**config.mk**
```make
export PLATFORM = sky130hd
export DESIGN_NAME = drw_cmdfetch
export DESIGN_NICKNAME = d
export VERILOG_FILES = /design/src/rtl/drw_cmdfetch.sv
export SDC_FILE = /design/constraint.sdc
export NUM_CORES = 1
export LEC_CHECK = 0
export BUFFER_PORTS_ARGS = -buffer_cell sky130_fd_sc_hd__buf_2
export CORE_MARGIN = 10
export CORE_UTILIZATION = 35
export CTS_CLUSTER_DIAMETER = 200
export DETAILED_ROUTE_END_ITERATION = 16
export GPL_TIMING_DRIVEN = 0
export PLACE_DENSITY = 0.7
export SLEW_MARGIN = 20
export SYNTH_ARGS = -nofsm -noshare
export SYNTH_HDL_FRONTEND = slang
export SYNTH_SLANG_ARGS = --single-unit
```
**constraint.sdc**
```tcl
create_clock -name CLK -period 2.9 [get_ports CLK]
set_input_delay 0.145 -clock CLK [delete_from_list [all_inputs] [get_ports CLK]]
set_output_delay 0.145 -clock CLK [all_outputs]
set_load 0.02 [all_outputs]
```
**src/rtl/drw_cmdfetch.sv**
```systemverilog
// Draw command fetcher: pops header/parameter words from the command FIFO, decodes them and
// issues complete commands to the draw engine. Optional param watchdog: `define DRW_TIMEOUT_EN.
module drw_cmdfetch #(
  parameter int unsigned TIMEOUT_W   = 16,
  parameter int unsigned TIMEOUT_CYC = 50000
) (
  input  logic        CLK,
  input  logic        ARST,
  input  logic        SOFT_RST,
  input  logic        DRW_START,
  output logic        DRW_BUSY,
  output logic        DRW_IRQ_IN,
  output logic [2:0]  ERR,
  input  logic        FIFO_EMPTY,
  output logic        FIFO_RD,
  input  logic [31:0] FIFO_RDATA,
  output logic        CMD_VALID,
  input  logic        CMD_READY,
  output logic [3:0]  CMD_OP,
  output logic [31:0] CMD_P0,
  output logic [31:0] CMD_P1,
  input  logic        ENG_BUSY
);

  localparam logic [2:0] StIdle   = 3'd0;
  localparam logic [2:0] StFetch  = 3'd1;
  localparam logic [2:0] StWait   = 3'd2;
  localparam logic [2:0] StDecode = 3'd3;
  localparam logic [2:0] StIssue  = 3'd4;
  localparam logic [2:0] StFinish = 3'd5;

  localparam logic [7:0] OpNop      = 8'h00;
  localparam logic [7:0] OpSetFrame = 8'h01;
  localparam logic [7:0] OpSetColor = 8'h02;
  localparam logic [7:0] OpPatBlt   = 8'h03;
  localparam logic [7:0] OpEodl     = 8'h0F;

  function automatic logic [1:0] param_cnt(input logic [7:0] op);
    logic [1:0] n;
    case (op)
      OpSetFrame, OpPatBlt: n = 2'd2;
      OpSetColor:           n = 2'd1;
      default:              n = 2'd0;
    endcase
    return n;
  endfunction

  logic [2:0]  state_q, state_d;
  logic [1:0]  idx_q, idx_d;      // 0 = header, 1/2 = parameter word
  logic [7:0]  hdr_q, hdr_d;
  logic [31:0] p0_q, p0_d;
  logic [31:0] p1_q, p1_d;
  logic        valid_q, valid_d;
  logic        irq_q, irq_d;
  logic [2:0]  err_q, err_d;

`ifdef DRW_TIMEOUT_EN
  localparam logic [TIMEOUT_W-1:0] ToLast = TIMEOUT_W'(TIMEOUT_CYC - 1);
  logic [TIMEOUT_W-1:0] to_cnt_q, to_cnt_d;
`else
  logic unused_cfg;
  assign unused_cfg = ^{TIMEOUT_W, TIMEOUT_CYC};
`endif

  assign FIFO_RD    = (state_q == StFetch) & ~FIFO_EMPTY;
  assign DRW_BUSY   = (state_q != StIdle);
  assign DRW_IRQ_IN = irq_q;
  assign ERR        = err_q;
  assign CMD_VALID  = valid_q;
  assign CMD_OP     = hdr_q[3:0];
  assign CMD_P0     = p0_q;
  assign CMD_P1     = p1_q;

  always_comb begin
    state_d = state_q;
    idx_d   = idx_q;
    hdr_d   = hdr_q;
    p0_d    = p0_q;
    p1_d    = p1_q;
    valid_d = valid_q;
    irq_d   = 1'b0;
    err_d   = err_q;
`ifdef DRW_TIMEOUT_EN
    to_cnt_d = '0;
`endif

    case (state_q)
      StIdle: begin
        if (DRW_START) begin
          state_d = StFetch;
          idx_d   = 2'd0;
          err_d   = 3'd0;
        end
      end
      StFetch: begin
        if (FIFO_RD) begin
          state_d = StWait;
        end
`ifdef DRW_TIMEOUT_EN
        // Only a partially received command can time out; header waits are unbounded.
        else if (idx_q != 2'd0) begin
          if (to_cnt_q == ToLast) begin
            err_d   = 3'd2;
            irq_d   = 1'b1;
            state_d = StIdle;
          end else begin
            to_cnt_d = to_cnt_q + 1'b1;
          end
        end
`endif
      end
      StWait: begin
        if (idx_q == 2'd0) begin
          hdr_d = FIFO_RDATA[31:24];
          p0_d  = '0;
          p1_d  = '0;
          if (param_cnt(FIFO_RDATA[31:24]) != 2'd0) begin
            idx_d   = 2'd1;
            state_d = StFetch;
          end else begin
            state_d = StDecode;
          end
        end else begin
          if (idx_q == 2'd1) p0_d = FIFO_RDATA;
          else               p1_d = FIFO_RDATA;
          if (idx_q < param_cnt(hdr_q)) begin
            idx_d   = idx_q + 2'd1;
            state_d = StFetch;
          end else begin
            state_d = StDecode;
          end
        end
      end
      StDecode: begin
        idx_d = 2'd0;
        case (hdr_q)
          OpNop:  state_d = StFetch;
          OpEodl: state_d = StFinish;
          OpSetFrame, OpSetColor, OpPatBlt: begin
            valid_d = 1'b1;
            state_d = StIssue;
          end
          default: begin
            err_d   = 3'd1;
            irq_d   = 1'b1;
            state_d = StIdle;
          end
        endcase
      end
      StIssue: begin
        if (CMD_READY) begin
          valid_d = 1'b0;
          state_d = StFetch;
        end
      end
      StFinish: begin
        if (!ENG_BUSY) begin
          irq_d   = 1'b1;
          state_d = StIdle;
        end
      end
      default: state_d = StIdle;
    endcase

    // Soft reset wins over everything, including a same-cycle START.
    if (SOFT_RST) begin
      state_d = StIdle;
      idx_d   = 2'd0;
      hdr_d   = '0;
      p0_d    = '0;
      p1_d    = '0;
      valid_d = 1'b0;
      irq_d   = 1'b0;
      err_d   = 3'd0;
`ifdef DRW_TIMEOUT_EN
      to_cnt_d = '0;
`endif
    end
  end

  always_ff @(posedge CLK or posedge ARST) begin
    if (ARST) begin
      state_q <= StIdle;
      idx_q   <= 2'd0;
      hdr_q   <= '0;
      p0_q    <= '0;
      p1_q    <= '0;
      valid_q <= 1'b0;
      irq_q   <= 1'b0;
      err_q   <= 3'd0;
    end else begin
      state_q <= state_d;
      idx_q   <= idx_d;
      hdr_q   <= hdr_d;
      p0_q    <= p0_d;
      p1_q    <= p1_d;
      valid_q <= valid_d;
      irq_q   <= irq_d;
      err_q   <= err_d;
    end
  end

`ifdef DRW_TIMEOUT_EN
  always_ff @(posedge CLK or posedge ARST) begin
    if (ARST) to_cnt_q <= '0;
    else      to_cnt_q <= to_cnt_d;
  end
`endif

endmodule
```
# Word-level counts from Yosys, hierarchy flattened
# Cells that the tools add are included.
# op_classes
n_addsub	1
order_cmp	1
n_eq_ne	22
n_mux	45
bitwise	2
reduce_logical	22
# op_table
cell	count
2-to-1 mux 32 bit	8
== test 8 x 2 -> 1 bit (second input constant)	4
2-to-1 mux 3 bit	9
2-to-1 mux 8 bit	3
2-to-1 mux 2 bit	11
inequality test 3 bit (second input constant)	7
one-hot mux 3 bit (6 select lines)	1
== test 8 x 1 -> 1 bit (second input constant)	2
nonzero test 3 bit	4
one-hot mux 3 bit (3 select lines)	1
== test 8 x 4 -> 1 bit (second input constant)	1
logical NOT 8 bit	1
inequality test 4 bit (second input constant)	2
one-hot mux 2 bit (2 select lines)	2
AND reduction 4 bit	2
== test 3 x 2 -> 1 bit (second input constant)	2
== test 3 bit (second input constant)	2
2-to-1 mux 1 bit	6
one-hot mux 2 bit (3 select lines)	1
one-hot mux 3 bit (2 select lines)	1
AND reduction 2 bit	3
AND reduction 3 bit	2
nonzero test 2 bit	3
OR reduction 5 bit	1
other kinds (12)	14
# totals
register_bits	82
out_inout_bits	75
word_cells	101

# Logic depth before layout (Yosys ltp)
# Gate-level depths: netlist of the first run.
# logic_depth
ltp_word	10
depth_mapped	9
ltp_nobuf	9

# Worst setup path before layout of the first run
# No wires, ideal clock.
# synth_timing
path_type	flip-flop to flip-flop
from	register hdr_q[4]
to	register idx_q[0]
setup_time_ps	99
arrival_ps	1937
t_required_ps	2801
path_slack_ps	863
path_stages_with_launch	10
n_path_buf	0
synth_period_minus_slack_ps	2037
cell_sequence	dfrtp_1 -> nor4_4 -> and2_1 -> nand2_1 -> ha_1 -> nor4_1 -> nand4_1 -> o311ai_2 -> nor2_1 -> a311oi_1
# synth_between
elab_chain_cells	8
word_cells_on_any_way	10
cone_classes	order compare: 1; eq/ne: 4; mux: 3; reduce/logical: 2
# synth_lines
item	line	rtl
from (decl)	50	logic [7:0] hdr_q, hdr_d;
from (signal assigned)	194	hdr_q <= hdr_d;
== test 8 x 1 -> 1 bit or == test 8 x 2 -> 1 bit (tied branches)	40	case (op)
OR reduction 2 bit	40	
one-hot mux 2 bit (2 select lines) *	40	
2-to-1 mux 2 bit *	113	if (idx_q == 2'd0) begin
2-to-1 mux 2 bit *	87	case (state_q)
< comparator 2 bit *	126	if (idx_q < param_cnt(hdr_q)) begin
inequality test 4 bit (no source line) *	--	
AND reduction 4 bit (no source line) *	--	
to (signal assigned)	193	idx_q <= idx_d;
to (decl)	49	logic [1:0] idx_q, idx_d;
# Every way passes the cells marked *; elsewhere a longest branch is shown, timed or not. The select of a mux whose other input is x is not followed.
# A chain may end at the register's enable or synchronous reset.

# Worst setup path after layout of the first run
# Ends and elaborated chain as after synthesis.

==> results.json, run 1 <==
{
  "port_buffers": 111,
  "nets": 498,
  "period_needed_ns": 2.27,
  "grt.overflow.total": 0,
  "grt_antenna_before_repair": 0,
  "syn2layout_area_growth_pct": 27.4,
  "cts_max_level": 3,
  "die_x_um": 121,
  "relSlewSlack_pct": 65.7,
  "synth_area_um2": 3540,
  "instances_no_fill": 594,
  "yosys_warnings": 0,
  "ys_types": 48,
  "outcome": "finished clean",
  "synth-seq-cells": 80,
  "clk_pin_slew_ns": 0.10,
  "ir_worst_vdd_v": 0.000205,
  "min_path_type": "input port to flop",
  "critPathRequiredTime_ns": 3.15,
  "final_area_um2": 4510,
  "rrSetupSlack_ns": 0.63,
  "maxCapViolCount": 0,
  "crit_fanout": 5,
  "p_leak_nw": 2.27,
  "cts_tree": "built",
  "hpwl_mm": 7.52,
  "n_fill_cell": 1005,
  "ys_top_cells_by_area": "dfrtp_1, nand2_1, a32o_1, o21ai_0, a22o_1",
  "rsz0062_at_grt": "false",
  "routabilityCongestion": 0.770,
  "setup_slack_ns": 0.628,
  "fp.coreArea_um2": 9820,
  "fin_util_pct": 45.9,
  "setup_viol": 0,
  "synth_fa_ha_area_share_pct": 1.06,
  "arrival_ns": 2.52,
  "syn_area_per_cell_um2": 10.7,
  "pre_cts_ws_ns": 0.621,
  "track_usage_pct": 13.7,
  "dpl.cell_count": 577,
  "period_share_pct": 78.3,
  "dieArea_um2": 14500,
  "clock_latency_ns": 0.36,
  "synth-simple-area-share_pct": 15.1,
  "synthArstFlopShare_pct": 100,
  "fmax_ghz": 0.440,
  "seq_area_frac_synth_pct": 56.6,
  "rows": 36,
  "viasPerCell": 4.99,
  "start_util_pct": 36.0,
  "postPlaceCellArea_um2": 4290,
  "synth-compound-area-share_pct": 20.3,
  "ys.flop_type": "dfrtp_1",
  "grt_max_degree": 42,
  "fin_total_pwr_mw": 2.51,
  "power_per_cell_area_nw_per_um2": 556,
  "skew_ns": 0.0144,
  "cts_sinks": 80,
  "synth_top_family_by_area": "compound AO/OA/AOI/OAI gates",
  "hold_viol_final": 0,
  "route.vias.total": 2967,
  "synth_top_area_share_pct": 56.6,
  "die_height_um": 121,
  "cts_inserted_buffers": 9,
  "synth-edff-count": 0,
  "postCtsSetupBuffers": 0,
  "drtPass1Iterations": 4,
  "wl_per_cell_um": 16.8,
  "cts_max_path_buffers": 2,
  "ios": 114,
  "diodes": 0,
  "end_kind": "flop",
  "drt-initial-drc-count": 189,
  "critPathKind": "flop to flop",
  "totalWireLength_mm": 9.97,
  "cts-root-buf": "clkbuf_8",
  "worstMarginPinSlew_ns": 0.514,
  "drive_gt1_share_pct": 36.2,
  "synth_xor_area_share_pct": 0,
  "synthCells": 331,
  "antenna_left": 0,
  "critPathLaunchType": "flop",
  "yosys.area.top_type": "dfrtp_1",
  "grt_pass1_wl_mm": 16.0,
  "grt_pass1_vias": 3064,
  "drcViolationCount": 0,
  "yosys-mux-area-fraction_pct": 0.566,
  "drv_slew": 0
}
registers in the layout, summed over array words and instances, names as in the netlist:
register    flops
CMD_P1         32
ERR             1
idx_q           2
DRW_IRQ_IN      1
state_q         3
CMD_VALID       1
hdr_q           8
CMD_P0         32
layout by cell type (no fill, tap or decap), drive strengths merged, types with 5 or more instances in the layout:
cell	Yosys	routed
nor2	11	11
buf	27	139
nand2b	5	5
dfrtp	80	80
inv	6	9
a21oi	6	6
nor3	5	5
a32o	24	24
a22o	14	14
nand2	72	72
clkbuf	5	15
o21ai	38	38
what timing repair did:
item	in CTS	in global routing
gates resized for setup	0	0
hold buffers	1	0
endpoints found under the hold margin	39	0
kinds of logic (layout without fill, tap and decap cells):
family	count (synthesis)	after routing
compound gates	95	95
flops	80	80
buf+inv	38	167
other cells	1	2
mux	2	2
simple gates	112	112
fa+ha+maj	3	3
cells in the mapped netlist (2+ instances only):
library cell	n
nand3_1	4
o21ai_0	32
a31oi_1	2
buf_6	4
nor3_1	4
clkbuf_1	5
a32o_1	24
or3_1	2
a22o_1	14
dfrtp_1	80
o21ai_1	6
inv_1	6
buf_2	14
ha_1	3
nand2b_1	4
mux2i_1	2
a21oi_1	5
nor2_1	9
nand2_1	72
buf_4	9
and2_1	3
final cells by class:
cell class / instances / area, µm² / share of cell area (%)
plain buffers: 32 / 201 / 4.47
clock buffers: 10 / 138 / 3.05
clock inverters: 6 / 73.8 / 1.64
inverters: 6 / 25.0 / 0.555
multi-input cells: 214 / 1320 / 29.2
flip-flops and latches: 80 / 2000 / 44.4
well taps: 133 / 166 / 3.69
repair buffers: 113 / 586 / 13.0
report_power, final:
group	switching (mW)	internal [mW]	total (mW)
clock	0.444	0.434	0.878
combinational	0.281	0.177	0.458
sequential	0.0300	1.14	1.17
routing by layer:
metal	part of all wire [%]	wire [µm]	vias up	global-route usage, %
li1	-	-	1419	-
met1	45	4450	1448	16.8
met2	48	4790	90	22.7
met3	6.2	620	10	3.72
met4	1.1	112	0	4.37
met5	0	0	-	0
critical path, stage by stage, from the launching register on:
cell	delay [ns]
dfrtp_1	0.42
nor4_4	0.38
and2_1	0.20
nand2_1	0.06
ha_1	0.21
nor4_1	0.25
nand4_1	0.15
o311ai_2	0.17
nor2_1	0.09
a311oi_1	0.25
path summary, 6_finish.rpt:
check                          startpoint          to  depth (start not counted)
max                              hdr_q[4]    idx_q[0]                          9
min                        FIFO_RDATA[16]  CMD_P1[16]                          3
min reg2reg                     CMD_P1[8]   CMD_P1[8]                          2
min in group asynchronous            ARST  CMD_P0[16]                          3
max reg2reg                      hdr_q[4]    idx_q[0]                          9
max in group asynchronous            ARST    hdr_q[3]                          4
stage by stage:
step | hold WS [ns] | setup TNS [ns]
after floorplan | 0.272 | 0
after global placement | 0.394 | -18.10
after detailed placement | 0.216 | 0
after CTS | 0.0182 | 0
after global routing | 0.0156 | 0
final | 0.0304 | 0
Power figures use the tool's default switching activity.
==> run 2, diff against run 1 <==
==> constraint.sdc (replaced) <==
create_clock -name CLK -period 2.3 [get_ports CLK]
set_input_delay 0.115 -clock CLK [delete_from_list [all_inputs] [get_ports CLK]]
set_output_delay 0.115 -clock CLK [all_outputs]
set_load 0.02 [all_outputs]
==> run 2 against run 1 <==
Against the previous run: sequential share of layout area shrank 1.5 points; critical path depth shrank 1; clock skew shrank 0.0043 ns; final cell count grew 2.0%; highest routed layer unchanged.
==> results.json, run 2 (synthesized netlist as in run 1, its figures left out) <==
{
  "nets": 510,
  "cts_max_level": 3,
  "regArea_um2": 2000,
  "routabilityCongestion": 0.770,
  "hpwl_mm": 7.52,
  "die_x_um": 121,
  "relSlewSlack_pct": 65.8,
  "antenna_left": 0,
  "diodes": 0,
  "setup_slack_ns": 0.162,
  "cts-root-buf": "clkbuf_8",
  "ir_worst_vdd_v": 0.000256,
  "fin_util_pct": 47.5,
  "start_util_pct": 36.0,
  "grt_antenna_before_repair": 0,
  "period_needed_ns": 2.14,
  "ios": 114,
  "cts_tree": "built",
  "totalWireLength_mm": 10.1,
  "port_buffers": 111,
  "finalSetupTns_ns": 0,
  "track_usage_pct": 13.9,
  "globalRouteMet1Util_pct": 16.9,
  "viasPerCell": 4.99,
  "clk_pin_slew_ns": 0.08,
  "outcome": "finished clean",
  "multi_input_area_um2": 1360,
  "arrival_ns": 2.39,
  "grt_pass1_vias": 3112,
  "cts_inserted_buffers": 9,
  "dieArea_um2": 14500,
  "dpl.cell_count": 577,
  "rows": 36,
  "drtPass1Iterations": 4,
  "pre_cts_ws_ns": 0.0206,
  "met2_usage_pct": 23.3,
  "drive_gt1_share_pct": 36.6,
  "worstMarginPinSlew_ns": 0.513,
  "skew_ns": 0.0101,
  "grt.busiest_layer": "met2",
  "route.vias.total": 3024,
  "maxCapViolCount": 0,
  "fmax_ghz": 0.468,
  "use_met3_pct": 3.72,
  "cts_max_path_buffers": 2,
  "critPathKind": "flop to flop",
  "power_per_cell_area_nw_per_um2": 683,
  "drv_slew": 0,
  "end_kind": "flop",
  "final_cell_mix": "buf_2, dfrtp_1, nand2_1",
  "wl_per_cell_um": 16.7,
  "die_height_um": 121,
  "hold_viol_final": 0,
  "rsz0062_at_grt": "false",
  "grt_pass1_wl_mm": 16.2,
  "syn2layout_area_growth_pct": 31.9,
  "n_fill_cell": 989,
  "crit_fanout": 5,
  "fp.coreArea_um2": 9820,
  "grt.overflow.total": 0,
  "cts_sinks": 80,
  "drt-initial-drc-count": 209,
  "critPathLaunchType": "flop",
  "clock_latency_ns": 0.35,
  "layout_commonest_cell": "buf_2",
  "grt_max_degree": 42,
  "period_share_pct": 92.9,
  "critPathRequiredTime_ns": 2.55,
  "setup_viol": 0,
  "min_path_type": "input port to flop",
  "p_leak_nw": 2.33,
  "instances_no_fill": 606,
  "drcViolationCount": 0
}
[run 2: cell count changes in the layout (fill, tap and decap cells not counted), sizes merged]
cell,delta
buf,+2
dlygate4sd3,+10
[run 2: path summary, 6_finish.rpt]
path / endpoint / slack, ns / from / cells after the start
worst max register to register: idx_q[0] / 0.16 / hdr_q[7] / 8
min in group asynchronous: CMD_P1[18] / 0.37 / ARST / 3
worst min-delay path: CMD_P1[2] / 0.02 / FIFO_RDATA[2] / 3
worst max-delay path: idx_q[0] / 0.16 / hdr_q[7] / 8
worst min register to register: CMD_P1[2] / 0.48 / CMD_P1[2] / 2
max in group asynchronous: idx_q[1] / 1.32 / ARST / 4
[run 2: metal layers]
metal  up-vias  share of wire (%)
met2        97                 49
met3        12                6.4
li1       1446                  -
met4         0                1.2
met1      1469                 43
met5         -                  0
[run 2: per-stage QoR]
stage | hold slack (ns) | cell area [µm²] | power, mW
5_1_grt | 0.0110 | 4660 | 3.36
2_1_floorplan | 0.242 | 3540 | 1.91
4_1_cts | 0.00222 | 4610 | 3.21
3_3_place_gp | 0.364 | 4260 | 2.07
6_report | 0.0180 | 4660 | 3.19
3_5_place_dp | 0.186 | 4290 | 2.08
[run 2: report_power, final]
part / total (mW) / internal (mW) / switching, mW
Clock: 1.10 / 0.547 / 0.554
Combinational: 0.609 / 0.248 / 0.361
Sequential: 1.48 / 1.44 / 0.0393
[run 2: timing repair]
action / 4_1_cts / 5_1_grt
setup buffers: 0 / 2
gates resized for setup: 0 / 7
hold buffers: 11 / 0
setup endpoints to repair: 0 / 3
endpoints found under the hold margin: 49 / 0
[run 2: critical path: stages, from the launching register on]
cell      delay, ns
dfrtp_1        0.42
nor4_4         0.37
and2_4         0.22
nand2_2        0.06
ha_4           0.18
buf_4          0.13
o311ai_4       0.35
nor2_1         0.10
a311oi_1       0.20
[run 2: cell type report]
type                            instances  share of cell area, %
Clock inverter                          6                   1.58
Tap cell                              133                   3.57
Sequential cell                        80                   42.9
Clock buffer                           10                   2.95
Timing Repair Buffer                  125                   15.0
Buffer                                 32                   4.32
Inverter                                6                  0.536
Multi-Input combinational cell        214                   29.1
==> run 3, diff against run 2 <==
--- a/config.mk
+++ b/config.mk
@@ -7,11 +7,11 @@
 export LEC_CHECK = 0
 export BUFFER_PORTS_ARGS = -buffer_cell sky130_fd_sc_hd__buf_2
 export CORE_MARGIN = 10
-export CORE_UTILIZATION = 35
+export CORE_UTILIZATION = 40
 export CTS_CLUSTER_DIAMETER = 200
 export DETAILED_ROUTE_END_ITERATION = 16
 export GPL_TIMING_DRIVEN = 0
-export PLACE_DENSITY = 0.7
+export PLACE_DENSITY = 0.76
 export SLEW_MARGIN = 20
 export SYNTH_ARGS = -nofsm -noshare
 export SYNTH_HDL_FRONTEND = slang
==> run 3 against run 2 <==
Against the previous run: sequential share of layout area up 0.48 points; final area down 1.1%; utilization up 5.7 points; hold slack worse by 0.0057 ns; critical endpoint unchanged.
==> results.json, run 3 (synthesized netlist as in run 1, its figures left out) <==
{
  "outcome": "finished clean",
  "routabilityCongestion": 0.773,
  "rr_startpoint": "hdr_q[4]",
  "drive_gt1_share_pct": 36.7,
  "cts-root-buf": "clkbuf_8",
  "end_kind": "flop",
  "start_util_pct": 40.8,
  "layout_commonest_cell": "buf_2",
  "port_buffers": 111,
  "grt.overflow.total": 0,
  "drv_slew": 0,
  "diodes": 0,
  "maxCapViolCount": 0,
  "hold_viol_final": 0,
  "grt_pass1_wl_mm": 16.0,
  "ir_worst_vdd_v": 0.000347,
  "cts_max_level": 3,
  "fin_total_pwr_mw": 3.24,
  "wl_per_cell_um": 17.0,
  "grt_pass1_vias": 3118,
  "final_cell_mix": "buf_2, dfrtp_1, nand2_1",
  "viasPerCell": 5.21,
  "rsz0062_at_grt": "false",
  "grt_antenna_before_repair": 0,
  "setup_viol": 0,
  "cts_inserted_buffers": 9,
  "clk_pin_slew_ns": 0.09,
  "period_needed_ns": 2.04,
  "nets": 506,
  "period_share_pct": 88.8,
  "grt_max_degree": 57,
  "hold_end": "CMD_P1[22]",
  "cts_sinks": 80,
  "fmax_ghz": 0.490,
  "totalWireLength_mm": 9.82,
  "cts_tree": "built",
  "power_per_cell_area_nw_per_um2": 702,
  "pre_cts_ws_ns": 0.0313,
  "die_height_um": 114,
  "dieArea_um2": 13000,
  "min_path_type": "input port to flop",
  "die_x_um": 114,
  "critPathLaunchType": "flop",
  "rrSetupSlack_ns": 0.26,
  "skew_ns": 0.00651,
  "track_usage_pct": 15.2,
  "route.vias.total": 3008,
  "hpwl_mm": 7.29,
  "finalSetupTns_ns": 0,
  "fp.coreArea_um2": 8680,
  "setup_slack_ns": 0.257,
  "drtPass1Iterations": 4,
  "drcViolationCount": 0,
  "hold_path_depth": 3,
  "drt-initial-drc-count": 146,
  "syn2layout_area_growth_pct": 30.4,
  "rows": 34,
  "hold_start": "FIFO_RDATA[22]",
  "crit_fanout": 5,
  "reg2regPathDepth": 9,
  "p_leak_nw": 2.32,
  "arrival_ns": 2.30,
  "r2r_end": "idx_q[0]",
  "antenna_left": 0,
  "critPathKind": "flop to flop",
  "clock_latency_ns": 0.35,
  "cts_max_path_buffers": 2,
  "ios": 114,
  "critPathRequiredTime_ns": 2.55
}
## run 3: report_power, final
group | internal [mW] | total [mW] | leakage [nW] | switching (mW)
registers | 1.44 | 1.48 | 1.11 | 0.0414
clock network | 0.618 | 1.16 | 0.111 | 0.542
logic | 0.246 | 0.599 | 1.10 | 0.353
total | 2.30 | 3.24 | 2.32 | 0.936
## run 3: worst max path at each step
stage	start	to	slack, ns	cells after the start
5_1_grt	hdr_q[4]	idx_q[0]	0.08	9
6_report	hdr_q[4]	idx_q[0]	0.26	9
3_5_place_dp	hdr_q[4]	idx_q[0]	0.03	9
3_3_place_gp	ARST	CMD_P1[22]	-0.85	2
4_1_cts	hdr_q[7]	idx_q[0]	0.07	9
2_1_floorplan	ARST	CMD_P0[0]	0.13	1
## run 3: per-layer routing
| layer | GRT usage (%) | routed length [µm] |
|---|---|---|
| met5 | 0 | 0 |
| met4 | 5.76 | 169 |
| met3 | 4.62 | 708 |
| met2 | 24.2 | 4710 |
| met1 | 18.8 | 4230 |
## run 3: critical path, stage by stage, from the launching register on
cell and delay, ns:
dfrtp_1 0.42, nor4_4 0.32, and2_4 0.20, nand2_2 0.07, ha_4 0.20, nor4_4 0.11
nand4_1 0.18, o311ai_4 0.15, nor2_1 0.09, a311oi_1 0.21
## run 3: final cells by class
cell class / instances / area [µm²]
Timing Repair Buffer: 121 / 671
Sequential cell: 80 / 2000
Inverter: 6 / 25.0
Clock inverter: 6 / 91.3
Buffer: 32 / 201
Multi-Input combinational cell: 214 / 1360
Clock buffer: 10 / 128
Fill cell: 794 / 4070
Tap cell: 108 / 135
## run 3: per-stage QoR
step / area, µm² / std cells / hold WS (ns) / util [%]
2_1_floorplan: 3540 / 332 / 0.242 / -
3_3_place_gp: 4230 / 551 / 0.363 / 48.8
3_5_place_dp: 4260 / 552 / 0.124 / 49.1
4_1_cts: 4570 / 577 / 0.00143 / 52.6
5_1_grt: 4610 / 577 / 0.00229 / 53.2
6_report: 4610 / 577 / 0.0123 / 53.2
## run 3: repair_timing
action	in CTS	in global routing
setup buffers	1	0
endpoints found under the hold margin	31	0
hold buffers	8	0
gates resized for setup	0	8
endpoints found under the setup margin	1	3
pin swaps	1	7
